<file path="src/rtl/cam_capture_320.sv">
// Camera RGB565 byte-stream to 320x240 frame-buffer write port, PCLK domain.
// Define CAPTURE_DOWNSCALE_EN for a 640x480 source decimated 2:1 in x and y.
module cam_capture_320 #(
  parameter int H_PIX   = 320,
  parameter int V_LINES = 240,
  parameter int ADDR_W  = 17
) (
  input  logic              PCLK,
  input  logic              RST,
  input  logic              VSYNC,
  input  logic              HREF,
  input  logic [7:0]        D,
  input  logic              capture_en,
  output logic              we,
  output logic [ADDR_W-1:0] wr_addr,
  output logic [15:0]       wr_data,
  output logic              frame_done,
  output logic              line_err,
  output logic [8:0]        line_count
);

`ifdef CAPTURE_DOWNSCALE_EN
  localparam int SHIFT = 1;
`else
  localparam int SHIFT = 0;
`endif
  localparam logic [9:0] H_LIM = 10'(H_PIX);
  localparam logic [9:0] V_LIM = 10'(V_LINES);
  localparam logic [9:0] SRC_W = 10'(H_PIX << SHIFT);

  typedef enum logic [1:0] {S_SYNC, S_FRAME, S_LINE} state_t;
  state_t state, state_nxt;

  logic              vs_q, href_q;
  logic              vs_fall, vs_rise, href_fall;
  logic [9:0]        src_x, src_y, dst_x, dst_y;
  logic              phase;
  logic [7:0]        byte0;
  logic              take_b0, take_pix, line_end, line_abort, frame_end;
  logic              keep, in_range;
  logic [ADDR_W-1:0] y_ext, addr;

  assign vs_fall   = vs_q & ~VSYNC;
  assign vs_rise   = ~vs_q & VSYNC;
  assign href_fall = href_q & ~HREF;

  assign dst_x = src_x >> SHIFT;
  assign dst_y = src_y >> SHIFT;
`ifdef CAPTURE_DOWNSCALE_EN
  assign keep = ~src_x[0] & ~src_y[0];
`else
  assign keep = 1'b1;
`endif
  assign in_range = keep && (dst_x < H_LIM) && (dst_y < V_LIM);

  // y*320 as (y<<8)+(y<<6); tops out at 76799 so never wraps ADDR_W bits
  assign y_ext = ADDR_W'(dst_y);
  assign addr  = (y_ext << 8) + (y_ext << 6) + ADDR_W'(dst_x);

  always_ff @(posedge PCLK or posedge RST) begin
    if (RST) state <= S_SYNC;
    else     state <= state_nxt;
  end

  always_comb begin
    state_nxt  = state;
    take_b0    = 1'b0;
    take_pix   = 1'b0;
    line_end   = 1'b0;
    line_abort = 1'b0;
    frame_end  = 1'b0;
    case (state)
      S_SYNC: begin
        if (vs_fall && capture_en) state_nxt = S_FRAME;
      end
      S_FRAME: begin
        if (vs_rise) begin
          frame_end = 1'b1;
          state_nxt = S_SYNC;
        end else if (HREF) begin
          take_b0   = 1'b1;
          state_nxt = S_LINE;
        end
      end
      S_LINE: begin
        // vs_rise takes priority but still closes a line ending on the same edge
        if (vs_rise) begin
          frame_end  = 1'b1;
          line_end   = href_fall;
          line_abort = ~href_fall;
          state_nxt  = S_SYNC;
        end else if (href_fall) begin
          line_end  = 1'b1;
          state_nxt = S_FRAME;
        end else if (HREF) begin
          take_pix = phase;
          take_b0  = ~phase;
        end
      end
      default: state_nxt = S_SYNC;
    endcase
  end

  always_ff @(posedge PCLK or posedge RST) begin
    if (RST) begin
      vs_q       <= 1'b0;
      href_q     <= 1'b0;
      src_x      <= '0;
      src_y      <= '0;
      phase      <= 1'b0;
      byte0      <= '0;
      we         <= 1'b0;
      wr_addr    <= '0;
      wr_data    <= '0;
      frame_done <= 1'b0;
      line_err   <= 1'b0;
      line_count <= '0;
    end else begin
      vs_q       <= VSYNC;
      href_q     <= HREF;
      we         <= 1'b0;
      frame_done <= 1'b0;
      if (vs_fall) begin
        src_x    <= '0;
        src_y    <= '0;
        phase    <= 1'b0;
        line_err <= 1'b0;
      end
      if (take_b0) begin
        byte0 <= D;
        phase <= 1'b1;
      end
      if (take_pix) begin
        phase <= 1'b0;
        src_x <= (src_x == '1) ? src_x : src_x + 10'd1;
        if (in_range) begin
          we      <= 1'b1;
          wr_data <= {byte0, D};
          wr_addr <= addr;
        end
      end
      if (line_end) begin
        src_x <= '0;
        phase <= 1'b0;
        src_y <= (src_y == '1) ? src_y : src_y + 10'd1;
        if (phase || src_x != SRC_W) line_err <= 1'b1;
      end
      if (line_abort) begin
        phase    <= 1'b0;
        line_err <= 1'b1;
      end
      if (frame_end) begin
        frame_done <= 1'b1;
        line_count <= line_end ? 9'(src_y + 10'd1) : 9'(src_y);
      end
    end
  end

endmodule

</file>
<file path="config.mk">
export PLATFORM = sky130hd
export DESIGN_NAME = cam_capture_320
export DESIGN_NICKNAME = d
export VERILOG_FILES = /design/src/rtl/cam_capture_320.sv
export SDC_FILE = /design/constraint.sdc
export NUM_CORES = 1
export LEC_CHECK = 0
export ABC_CLOCK_PERIOD_IN_PS = 4900
export CORE_MARGIN = 3
export CORE_UTILIZATION = 59
export DETAILED_ROUTE_END_ITERATION = 6
export GPL_TIMING_DRIVEN = 0
export PLACE_DENSITY = 0.92
export SETUP_SLACK_MARGIN = 0.02
export SYNTH_ARGS = -nofsm -noshare
export SYNTH_HDL_FRONTEND = slang
export SYNTH_SLANG_ARGS = --single-unit
export TNS_END_PERCENT = 50
</file>
<file path="constraint.sdc">
create_clock -name PCLK -period 4.9 [get_ports PCLK]
set_clock_uncertainty 0.15 [all_clocks]
set_input_delay 0.49 -clock PCLK [delete_from_list [all_inputs] [get_ports PCLK]]
set_output_delay 0.49 -clock PCLK [all_outputs]
set_load 0.01 [all_outputs]
</file>
==> results of run 1 <==
## per-layer routing
layer | vias to the layer above | global-route usage [%]
li1 | 1612 | -
met1 | 1658 | 30.32
met2 | 94 | 42.35
met3 | 22 | 6.752
met4 | 0 | 10.96
met5 | - | 0
## area by class of cell
cell class	instances	share of cell area (%)
buffer	16	2.386
clock buffer	10	2.562
clock inverter	3	0.3014
inverter	18	1.507
multi-input combinational	318	39.71
sequential	78	39.19
tap	93	2.336
timing repair buffer	58	12.01
## flip-flops by register name, summed over array words and instances, names as in the netlist
name	count
href_q	1
state	2
phase	1
byte0	8
frame_done	1
wr_addr	17
vs_q	1
dst_x	10
we	1
line_err	1
line_count	9
wr_data	16
dst_y	10
## power by group
group          switching [mW]  internal (mW)  total, mW
clock                   0.223          0.173      0.397
sequential             0.0723          0.755      0.827
combinational           0.216          0.247      0.463
total                   0.512           1.17       1.69
## critical path, stage by stage, from the launching register on
cell      delay [ns]
dfrtp_1         0.47
inv_1           0.13
fa_1            0.60
inv_1           0.06
ha_1            0.27
a21oi_1         0.08
nand4b_1        0.24
a211o_1         0.35
a211o_1         0.26
nand3_1         0.07
## kinds of logic (layout without fill, tap and decap cells)
kind of cell,Yosys count,in the layout,synth area share (%)
mux,13,13,3.613
xor+xnor,12,12,2.550
fa+ha+maj,28,28,9.047
simple gates,186,186,20.77
flops,78,78,47.36
buf+inv,34,105,4.644
compound gates,79,79,12.02
## cell usage in the layout (no fill, tap or decap), types with 4 or more instances in the layout
cell	synthesis	final
ha_1	25	25
nor2_1	21	21
o21ai_1	6	6
o21ai_0	29	29
clkbuf_8	0	9
dfrtp_1	78	78
nor3_1	5	5
xnor2_1	5	5
mux2_2	11	11
clkbuf_1	3	4
buf_2	4	4
nand4_1	4	4
o31ai_1	4	4
inv_1	16	15
nand2b_1	5	5
nor2b_1	7	7
xor2_1	7	7
buf_6	6	6
nand2_1	115	115
a21oi_1	15	15
nand3_1	11	11
clkdlybuf4s50_1	0	57
## metrics by stage
stage          cells  area (um^2)  setup slack (ns)  power, mW
4_1_cts          594         4981             2.151      1.694
3_5_place_dp     581         4838             2.164      1.301
5_1_grt          594         4981             2.007      1.779
2_1_floorplan    430         4121             2.265      1.084
6_report         594         4981             2.148      1.686
3_3_place_gp     580         4808             1.071      1.272
## worst paths after layout
| path | from | to | slack, ns |
|---|---|---|---|
| max in group asynchronous | RST | dst_y[0]$_DFFE_PP0P_ | 3.73 |
| worst max-delay path | dst_x[8]$_DFFE_PP0P_ | wr_addr[16]$_DFFE_PP0P_ | 2.15 |
| worst min register to register | byte0[4]$_DFFE_PP0P_ | wr_data[12]$_DFFE_PP0P_ | 0.31 |
| worst max register to register | dst_x[8]$_DFFE_PP0P_ | wr_addr[16]$_DFFE_PP0P_ | 2.15 |
| worst min-delay path | RST | state[1]$_DFFE_PP0P_ | 0.30 |
| min in group PCLK | byte0[4]$_DFFE_PP0P_ | wr_data[12]$_DFFE_PP0P_ | 0.31 |
==> impl_metrics.env, run 1 <==
export IMPL_cts_tree="built"
export IMPL_drv_cap=0
export IMPL_grt_pass1_vias=3379
export IMPL_clock_fmax_ghz=0.3634
export IMPL_chipWidth_um=89.58
export IMPL_numCtsBuffers=9
export IMPL_syn_area_um2=4121
export IMPL_postSynthCellCount=430
export IMPL_synth_commonest_cells="nand2_1, dfrtp_1, o21ai_0"
export IMPL_finalSetupTns_ns=0
export IMPL_antenna_found_initial=0
export IMPL_wl_met2_um=4636
export IMPL_grt_max_degree=58
export IMPL_start_util_pct=62.75
export IMPL_wl_met3_um=468
export IMPL_async_flop_share_pct=100.0
export IMPL_synth_net_count=471
export IMPL_period_needed_ns=2.752
export IMPL_synth_edff_count=0
export IMPL_rows=29
export IMPL_drive_gt1_share_pct=10.18
export IMPL_synth_cell_types=55
export IMPL_cts_sinks=78
export IMPL_outcome="finished, final reports clean"
export IMPL_ys_flop_type="dfrtp_1"
export IMPL_netlist_area_leader_share_pct=47.36
export IMPL_worstSetupEndpointType="register"
export IMPL_antenna_left=0
export IMPL_overflow=0
export IMPL_path_max_fanout=7
export IMPL_post_route_period_util_pct=56.16
export IMPL_regArea_um2=1952
export IMPL_multiInputGateArea_um2=1978
export IMPL_dr_total_vias=3386
export IMPL_post_route_drc_count=0
export IMPL_pin_count=58
export IMPL_top_layer="met4"
export IMPL_yosysSeqAreaShare_pct=47.36
export IMPL_leakage_nw=2.362
export IMPL_gp_routability_congestion=0.8648
export IMPL_report_final_slew_viol_count=0
export IMPL_post_cts_setup_buffers=0
export IMPL_synth_most_common_cell="nand2_1"
export IMPL_synthTopCellsByArea="dfrtp_1, nand2_1, ha_1"
export IMPL_final_net_count=540
export IMPL_hold_slack_ns=0.2988
export IMPL_nFillCells=437
export IMPL_setup_viol=0
export IMPL_critical_path_arrival_ns=2.89
export IMPL_reg2reg_depth=9
export IMPL_clkLatencyLatePin_ns=0.34
export IMPL_wl_per_cell_um=15.30
export IMPL_antenna_cells=0
export IMPL_syn_avg_cell_area_um2=9.585
export IMPL_yosysTopAreaCell="dfrtp_1"
export IMPL_required_ns=5.04
export IMPL_wl_um=9091
export IMPL_clock_root_buffer="clkbuf_8"
export IMPL_area_growth_syn_to_layout_pct=20.86
export IMPL_avgViaCountPerCell=5.700
export IMPL_die_h_um=89.58
export IMPL_grt_pass1_wl_um=15350
export IMPL_htreeDepth=3
export IMPL_path_class="register to register"
export IMPL_rsz0062_at_grt="false"
export IMPL_dieArea_um2=8025
export IMPL_utilization_pct=75.84
export IMPL_tightest_slew_ns=0.6172
export IMPL_power_density_nw_per_um2=338.6
export IMPL_yosysWarnings=0
export IMPL_drt_met1_wl_um=3754
export IMPL_startpoint_type="register"
export IMPL_hold_path_class="primary input to async pin"
export IMPL_hold_violations=0
export IMPL_ctsLongestPathBuffers=2
export IMPL_path_clk_slew_ns=0.08
export IMPL_peakVddDrop_mv=0.3342
export IMPL_cts_hold_buffers=0
export IMPL_drt_pass1_iter_count=4
export IMPL_dpl_hpwl_um=6664
export IMPL_relSlewSlack_pct=58.85
export IMPL_drt_iter0_markers=250
export IMPL_numPortBuffers=57
export IMPL_ys_ff_latch=78
export IMPL_core_area_um2=6568
export IMPL_post_cts_resized=0
export IMPL_grt_usage_pct=25.14
(Power assumes the default switching activity.)
==> run 2, diff against run 1 <==
--- a/config.mk
+++ b/config.mk
@@ -5,12 +5,12 @@
 export SDC_FILE = /design/constraint.sdc
 export NUM_CORES = 1
 export LEC_CHECK = 0
-export ABC_CLOCK_PERIOD_IN_PS = 4900
+export ABC_CLOCK_PERIOD_IN_PS = 2450
 export CORE_MARGIN = 3
-export CORE_UTILIZATION = 59
+export CORE_UTILIZATION = 50
 export DETAILED_ROUTE_END_ITERATION = 6
 export GPL_TIMING_DRIVEN = 0
-export PLACE_DENSITY = 0.92
+export PLACE_DENSITY = 0.84
 export SETUP_SLACK_MARGIN = 0.02
 export SYNTH_ARGS = -nofsm -noshare
 export SYNTH_HDL_FRONTEND = slang
==> constraint.sdc (replaced) <==
create_clock -name PCLK -period 2.45 [get_ports PCLK]
set_clock_uncertainty 0.15 [all_clocks]
set_input_delay 0.245 -clock PCLK [delete_from_list [all_inputs] [get_ports PCLK]]
set_output_delay 0.245 -clock PCLK [all_outputs]
set_load 0.01 [all_outputs]
==> impl_metrics.env, run 2 (same netlist as run 1, synthesis figures left out) <==
export IMPL_outcome="complete, but fails checks"
export IMPL_violations="setup timing"
export IMPL_cts_tree="built"
export IMPL_fin_area_um2=5233
export IMPL_relSlewSlack_pct=61.45
export IMPL_die_h_um=96.79
export IMPL_reg2reg_depth=10
export IMPL_dr_total_vias=3447
export IMPL_pin_count=58
export IMPL_critPathLaunch="dst_x[8]$_DFFE_PP0P_"
export IMPL_cts_hold_buffers=0
export IMPL_gp_routability_congestion=0.9027
export IMPL_chipWidth_um=96.79
export IMPL_hold_violations=0
export IMPL_startpoint_type="register"
export IMPL_post_route_drc_count=0
export IMPL_clock_fmax_ghz=0.3990
export IMPL_hold_path_class="primary input to async pin"
export IMPL_path_class="register to register"
export IMPL_period_needed_ns=2.506
export IMPL_area_growth_syn_to_layout_pct=26.96
export IMPL_dieArea_um2=9368
export IMPL_clkLatencyLatePin_ns=0.35
export IMPL_drv_cap=0
export IMPL_dpl_hpwl_um=6647
export IMPL_p_sw_share_pct=30.19
export IMPL_cts_sinks=78
export IMPL_grt_usage_pct=20.50
export IMPL_path_common_cell="inv_2"
export IMPL_rows=32
export IMPL_drt_iter0_markers=183
export IMPL_antenna_cells=0
export IMPL_cp_slowest_cell="fa_2"
export IMPL_p_int_mw=2.476
export IMPL_core_area_um2=7848
export IMPL_power_switching_mw=1.071
export IMPL_cpPeakStageDelay_ns=0.60
export IMPL_top_register="wr_addr"
export IMPL_peakVddDrop_mv=0.5153
export IMPL_largest_registers="wr_addr (17), wr_data (16)"
export IMPL_path_max_fanout=2
export IMPL_finalPower_mw=3.548
export IMPL_grt_pass1_vias=3525
export IMPL_finalSetupTns_ns=-0.09187
export IMPL_avgViaCountPerCell=5.569
export IMPL_final_cell_mix="nand2_1, dfrtp_1, clkdlybuf4s50_1, o21ai_0, ha_1"
export IMPL_final_common_cell="nand2_1"
export IMPL_wl_per_cell_um=15.47
export IMPL_seq_power_share_pct=46.5
export IMPL_drt_pass1_iter_count=4
export IMPL_tightest_slew_ns=0.5782
export IMPL_htreeDepth=3
export IMPL_worst_path_buf_inv=3
export IMPL_crit_chain="inv_2 > fa_2 > inv_2 > ha_4 > a21oi_2 > nand4b_1 > buf_4 > a21o_1 > a211o_1 > nand3_1"
export IMPL_antenna_found_initial=0
export IMPL_path_clk_slew_ns=0.09
export IMPL_ctsLongestPathBuffers=2
export IMPL_placed_area_um2=4850
export IMPL_critical_path_arrival_ns=2.65
export IMPL_wl_um=9574
export IMPL_required_ns=2.59
export IMPL_leakage_nw=2.424
export IMPL_clock_root_buffer="clkbuf_8"
export IMPL_largest_reg_flops=17
export IMPL_drive_gt1_share_pct=17.41
export IMPL_report_final_slew_viol_count=0
export IMPL_power_density_nw_per_um2=678.0
export IMPL_antenna_left=0
export IMPL_pwr_share_clk_pct=27.2
export IMPL_fin_ws_ns=-0.05608
export IMPL_grt_max_degree=61
export IMPL_start_util_pct=52.52
export IMPL_numPortBuffers=57
export IMPL_grt_pass1_wl_um=16080
export IMPL_setup_viol=3
export IMPL_rr_endpoint="wr_addr[14]$_DFFE_PP0P_"
export IMPL_reg2reg_slack_ns=-0.06
export IMPL_overflow=0
export IMPL_final_net_count=553
export IMPL_reg2reg_from="dst_x[8]$_DFFE_PP0P_"
export IMPL_crit_family="adder cells"
export IMPL_rsz0062_at_grt="true"
export IMPL_combPwrFrac_pct=26.4
export IMPL_numCtsBuffers=9
export IMPL_post_route_period_util_pct=102.3
export IMPL_worstSetupEndpointType="register"
export IMPL_nFillCells=620
-- run 2: cell type report --
| class | instances | area (um^2) | area share (%) |
|---|---|---|---|
| Clock buffer | 10 | 127.6 | 2.439 |
| Multi-Input combinational cell | 318 | 2062 | 39.41 |
| Tap cell | 102 | 127.6 | 2.439 |
| Sequential cell | 78 | 1961 | 37.47 |
| Timing Repair Buffer | 71 | 695.7 | 13.30 |
| Buffer | 16 | 118.9 | 2.272 |
| Inverter | 18 | 77.57 | 1.483 |
| Clock inverter | 6 | 62.56 | 1.196 |
-- run 2: power by group through the flow --
stage	clock network, mW	logic [mW]	registers (mW)
finish	0.964	0.936	1.65
global route	1.03	1.03	1.68
CTS	0.974	0.946	1.65
detailed placement	0	0.931	1.67
global placement	0	0.889	1.65
floorplan	0	0.466	1.70
-- run 2: stage by stage --
stage               std cells  hold slack (ns)  utilization [%]  setup WS, ns
floorplan                 430           0.1264                -     -0.008743
global placement          589           0.2927            61.42        -1.153
detailed placement        590           0.3030            61.80       -0.1919
CTS                       612          0.02554            65.15      -0.06404
global route              619          0.04825            66.68       -0.1193
finish                    619          0.03010            66.68      -0.05608
-- run 2: how the worst max path moves through the flow --
stage | endpoint | slack, ns | depth (start not counted)
global route | wr_addr[14]$_DFFE_PP0P_ | -0.12 | 10
floorplan | wr_addr[16]$_DFFE_PP0P_ | -0.009 | 9
finish | wr_addr[14]$_DFFE_PP0P_ | -0.06 | 10
CTS | wr_addr[16]$_DFFE_PP0P_ | -0.06 | 9
global placement | wr_addr[15]$_DFFE_PP0P_ | -1.15 | 2
detailed placement | wr_addr[16]$_DFFE_PP0P_ | -0.19 | 9
-- run 2: layer usage --
metal	GRT usage (%)	share of wire, %
met1	25.02	42
met2	35.24	50
met3	4.758	6.2
met4	7.775	1.5
met5	0	0
-- run 2: what timing repair did --
item,CTS,global route
resized for setup,11,15
endpoints found under the hold margin,0,0
setup endpoints to repair,5,11
pin swaps,10,8
gates cloned,0,0
buffers inserted,6,7
-- run 2: worst register-to-register path, cell delays in order (launching register included) --
cell	delay [ns]
dfrtp_2	0.38
inv_2	0.05
fa_2	0.60
inv_2	0.05
ha_4	0.26
a21oi_2	0.05
nand4b_1	0.22
buf_4	0.19
a21o_1	0.17
a211o_1	0.26
nand3_1	0.06
==> RTL edit 1: new RTL, settings of run 1 <==
`ADDR_W`: 17 -> 34.
--- a/src/rtl/cam_capture_320.sv
+++ b/src/rtl/cam_capture_320.sv
@@ -5,3 +5,3 @@
   parameter int V_LINES = 240,
-  parameter int ADDR_W  = 17
+  parameter int ADDR_W  = 34
 ) (
Interface: changed (resized wr_addr); port bits go from 58 to 75. No check against the original RTL was run, so the function may have changed too.
==> RTL edit 1 against run 1 <==
- setup slack worse by 0.049 ns
- sequential cell count increased by 2
- design area increased by 6.8%
- routed wire length is 8.5% higher
- area after synthesis rose by 4.4%
- clock power rose by 41%
- total power is 13% higher
- sequential share of layout area shrank 1.6 points
- highest routed layer unchanged
==> RTL edit 1: results (changes against run 1) <==
Run status
Outcome: finished, final reports clean (unchanged).

Power and ir drop
The highest ir drop seen on vdd is 0.000352 V (was 0.000334 V). The leakage power summed over all cells came to 2.57 nW (was 2.36 nW).

Detailed routing
The number of detailed-routing iterations run before antenna repair is 5 (was 4). The ratio of routed vias to standard cells is 5.61 (was 5.70). The number of design-rule violations left by the first detailed-router iteration is 191 (was 250).

The met3 layer wire length in the routed design is 679 µm (was 468 µm). The met2 wirelength from detailed routing is 4960 µm (was 4640 µm). The average routed wire per standard cell is 15.4 µm (was 15.3 µm).

GRT
The global-route wire length before repair is 17,000 µm (was 15,300 µm). The number of global-route vias before repair came to 3,639 (was 3,379). The all-layer global routing usage was 25.1% (about the same). The pin count of the biggest net entering global routing is 45 (was 58).

Setup path
The worst-path maximum fanout was 8 (was 7). The highest cell delay on the worst timing path is 0.51 ns (was 0.60 ns). The cell at the slowest stage of the critical path was dfrtp_1 (was fa_1).

STA
The measured slew at the worst slew-check pin is 0.668 ns (was 0.617 ns).

Layout
The layout cell share with drive strength beyond 1 is 10.7% (was 10.2%). Top Registers: wr_addr (19), wr_data (16) (was wr_addr (17), wr_data (16)).

Synthesis
The number of distinct library cells after synthesis is 54 (was 55). The proportion of synthesized chip area in sequential cells is 46.5% (was 47.4%).

Placement
The standard cell area after detailed placement came to 5090 µm² (was 4840 µm²). The global placer's final weighted congestion was 0.896 (was 0.865). The count of input and output buffers is 59 (was 57).

Hold path
The worst hold-check path type is reg -> reg (was in -> async).
## RTL edit 1: layout make-up
type / count / area (µm²) / share of cell area (%)
multi-input combinational: 338 / 2070 / 38.9
buffer: 32 / 211 / 3.97
clock inverter: 4 / 76.3 / 1.43
inverter: 18 / 75.1 / 1.41
clock buffer: 12 / 155 / 2.92
sequential: 80 / 2000 / 37.6
timing repair buffer: 60 / 611 / 11.5
tap: 96 / 120 / 2.26
## RTL edit 1: power by group
part           total (mW)  switching, mW  leakage (nW)  internal (mW)
combinational       0.498          0.246          1.38          0.252
clock               0.559          0.243         0.113          0.316
sequential          0.849         0.0725          1.08          0.776
## RTL edit 1: metal layers
metal / vias up / GRT usage, %
li1: 1707 / -
met1: 1727 / 29.5
met2: 135 / 43.1
met3: 23 / 7.62
met4: 0 / 9.55
met5: - / 0
## RTL edit 1: kinds of logic (layout without fill, tap and decap cells)
kind of cell / Yosys count / after routing / share of synthesized area (%)
and+or+nand+nor: 182 / 182 / 19.4
muxes: 12 / 12 / 3.08
other: 1 / 15 / 0.0871
adders and majority gates: 29 / 29 / 8.95
xor gates and xnor gates: 11 / 11 / 2.24
AOI/OAI and AO/OA: 89 / 89 / 13.1
DFF: 80 / 80 / 46.5
buffers and inverters: 50 / 126 / 6.60
## RTL edit 1: path summary, 6_finish.rpt
check	to	slack, ns	cells after the start
max	wr_addr[15]	2.10	8
min	wr_data[10]	0.32	2
max reg2reg	wr_addr[15]	2.10	8
min reg2reg	wr_data[10]	0.32	2
max in group asynchronous	wr_addr[12]	3.66	3
min in group asynchronous	state[0]	0.34	2
## RTL edit 1: tightest hold or removal path: cells and delay by family (launching register included)
family	cells	cell delay, ns
flops	1	0.35
simple gates	2	0.10
## RTL edit 1: per-stage QoR
step                setup WS, ns  instances
floorplan                   2.21        468
global placement            1.02        623
detailed placement          2.13        624
CTS                         2.12        640
global route                1.91        640
finish                      2.10        640
==> RTL edit 2: new RTL, config.mk and constraints of run 1 <==
Made on the original files. Reset style: synchronous (`RST`), changed in 2 clocked blocks.
--- a/src/rtl/cam_capture_320.sv
+++ b/src/rtl/cam_capture_320.sv
@@ -59,3 +59,3 @@
 
-  always_ff @(posedge PCLK or posedge RST) begin
+  always_ff @(posedge PCLK) begin
     if (RST) state <= S_SYNC;
@@ -103,3 +103,3 @@
 
-  always_ff @(posedge PCLK or posedge RST) begin
+  always_ff @(posedge PCLK) begin
     if (RST) begin
Function: differs if RST is asserted again (counterexample within 4 cycles, from zero or initial values and one cycle with RST high); with RST held inactive, the same outputs for 10 cycles.
==> RTL edit 2 against run 1 <==
- routed wire length is 16% higher
- sequential share of layout area is 6.6 points lower
- setup slack lost 0.25 ns
- highest routed layer unchanged
- design area is 3.9% lower
- count of clock-buffer cells in the layout did not move
- sequential cell count unchanged
- core utilization up 1.8 points
- area after synthesis down 5.3%
Power is not compared: it rests on default switching activity, and its combinational part moved more than twofold at a synthesized area within 25%.
==> RTL edit 2: results (changes against run 1) <==
Synthesis
The compound-gate portion of the synthesized area is 17.1% (was 12.0%). Top cell types by occurrence after synthesis: 78 x dfxtp_1, 71 x nand2_1, 42 x a21oi_1 (was 115 x nand2_1, 78 x dfrtp_1, 29 x o21ai_0). The number of distinct library cells after synthesis was 61 (was 55). The net count after synthesis is 501 (was 471).

The portion of netlist area occupied by mux cells came to 2.85% (was 3.61%). The post-synthesis adder-cell area fraction is 9.56% (was 9.05%). Ranking of synthesized cells by area: dfxtp_1 40%, ha_1 8.0%, nand2_1 6.8% (was dfrtp_1 47%, nand2_1 10%, ha_1 7.6%).

The proportion of synthesized chip area in sequential cells was 40.0% (was 47.4%). The fraction of registers with async set/reset came to 0% (was 100%). The share of the synthesized netlist area taken by xor and xnor gates is 2.02% (was 2.55%).

The average size of a mapped cell came to 8.48 µm² (was 9.58 µm²).

Placement
The post-detailed-placement half-perimeter wirelength was 7200 µm (was 6660 µm). The count of input and output buffers is 57 (unchanged). The placed cell count is 592 (was 581). The global placer's final weighted congestion is 0.912 (was 0.865).

Layout
The layout cell share with drive strength beyond 1 was 6.75% (was 10.2%). The filler-free cell count of the finished design is 608 (was 594). Top Registers: wr_addr (17), wr_data (16) (unchanged). The number of nets in the finished design is 569 (was 540).

GRT
The global-route wire length before repair was 17,000 µm (was 15,300 µm). The number of global-route vias before repair is 3,618 (was 3,379). The all-layer global routing usage is 28.2% (was 25.1%). The pin count of the biggest net entering global routing is 15 (was 58).

Setup path
The arrival time of data at the critical path endpoint came to 3.15 ns (was 2.89 ns). The worst-path maximum fanout came to 5 (was 7). The cell family with the largest share of critical-path delay is adder cells (unchanged). The highest cell delay on the worst timing path is 0.53 ns (was 0.60 ns).

Hold path
The worst hold-check path type was reg -> reg (was in -> async).

Clock tree
The total clock buffers created by CTS was 9 (unchanged). The worst-skew pair later-pin latency is 0.36 ns (was 0.34 ns).

STA
The relative slew slack is 55.8% (was 58.9%).

Run status
Outcome: finished, final reports clean (unchanged).

Detailed routing
The detailed-route via count is 3,731 (was 3,386). The number of detailed-routing iterations run before antenna repair is 5 (was 4). The final wirelength is 10,500 µm (was 9090 µm).
RTL edit 2: cell count changes in the layout (fill, tap and decap cells not counted), moves of 19 or more:
cell,change
dfrtp_1,-78
dfxtp_1,+78
nand2_1,-44
a21oi_1,+27
nor2_1,+19
RTL edit 2: final cells by class:
| class | instances | area [µm²] |
|---|---|---|
| tap | 75 | 93.8 |
| buffer | 25 | 120 |
| clock inverter | 6 | 93.8 |
| multi-input combinational | 343 | 2170 |
| sequential | 78 | 1560 |
| timing repair buffer | 57 | 571 |
| fill | 411 | 1380 |
| clock buffer | 10 | 128 |
| inverter | 14 | 52.6 |
RTL edit 2: cells by family (layout without fill, tap and decap cells):
family | count (synthesis) | in the layout
flip-flops | 78 | 78
buffers and inverters | 39 | 112
multiplexers | 11 | 11
adder cells (fa/ha/maj) | 28 | 28
AO/OA/AOI/OAI | 106 | 106
AND/OR/NAND/NOR | 189 | 189
XOR/XNOR | 9 | 9
RTL edit 2: routing by layer:
metal / vias up / track usage [%] / wire length, µm
li1: 1757 / - / -
met1: 1766 / 35.7 / 4330
met2: 178 / 48.6 / 5190
met3: 30 / 4.07 / 754
met4: 0 / 10.2 / 233
met5: - / 0 / 0
RTL edit 2: through the flow:
step / setup slack [ns] / total power, mW / area [µm²] / hold slack [ns]
floorplan: 2.31 / 0.744 / 3900 / 0.282
finish: 1.90 / 1.33 / 4790 / 0.305
detailed placement: 1.97 / 0.798 / 4570 / 0.295
global route: 1.77 / 1.37 / 4790 / 0.328
global placement: 2.09 / 0.791 / 4570 / 0.288
CTS: 1.94 / 1.32 / 4790 / 0.307
RTL edit 2: path summary, 6_finish.rpt:
check	startpoint	end	slack, ns	cells after the start
hold / removal	wr_data[2]	wr_data[2]	0.31	2
setup / recovery	dst_y[0]	wr_addr[15]	1.90	8
setup reg to reg	dst_y[0]	wr_addr[15]	1.90	8
hold reg to reg	wr_data[2]	wr_data[2]	0.31	2
RTL edit 2: worst min-delay path, cell delays in order, from the launching register on:
cell and delay (ns):
dfxtp_1 0.32, nand2_1 0.05, a21oi_1 0.05
RTL edit 2: report_power, final:
group          leakage [nW]  internal [mW]  switching (mW)
Clock                 0.107          0.291           0.252
Sequential            0.629          0.650          0.0105
Combinational          1.08         0.0587          0.0655
Total                  1.82          0.999           0.328
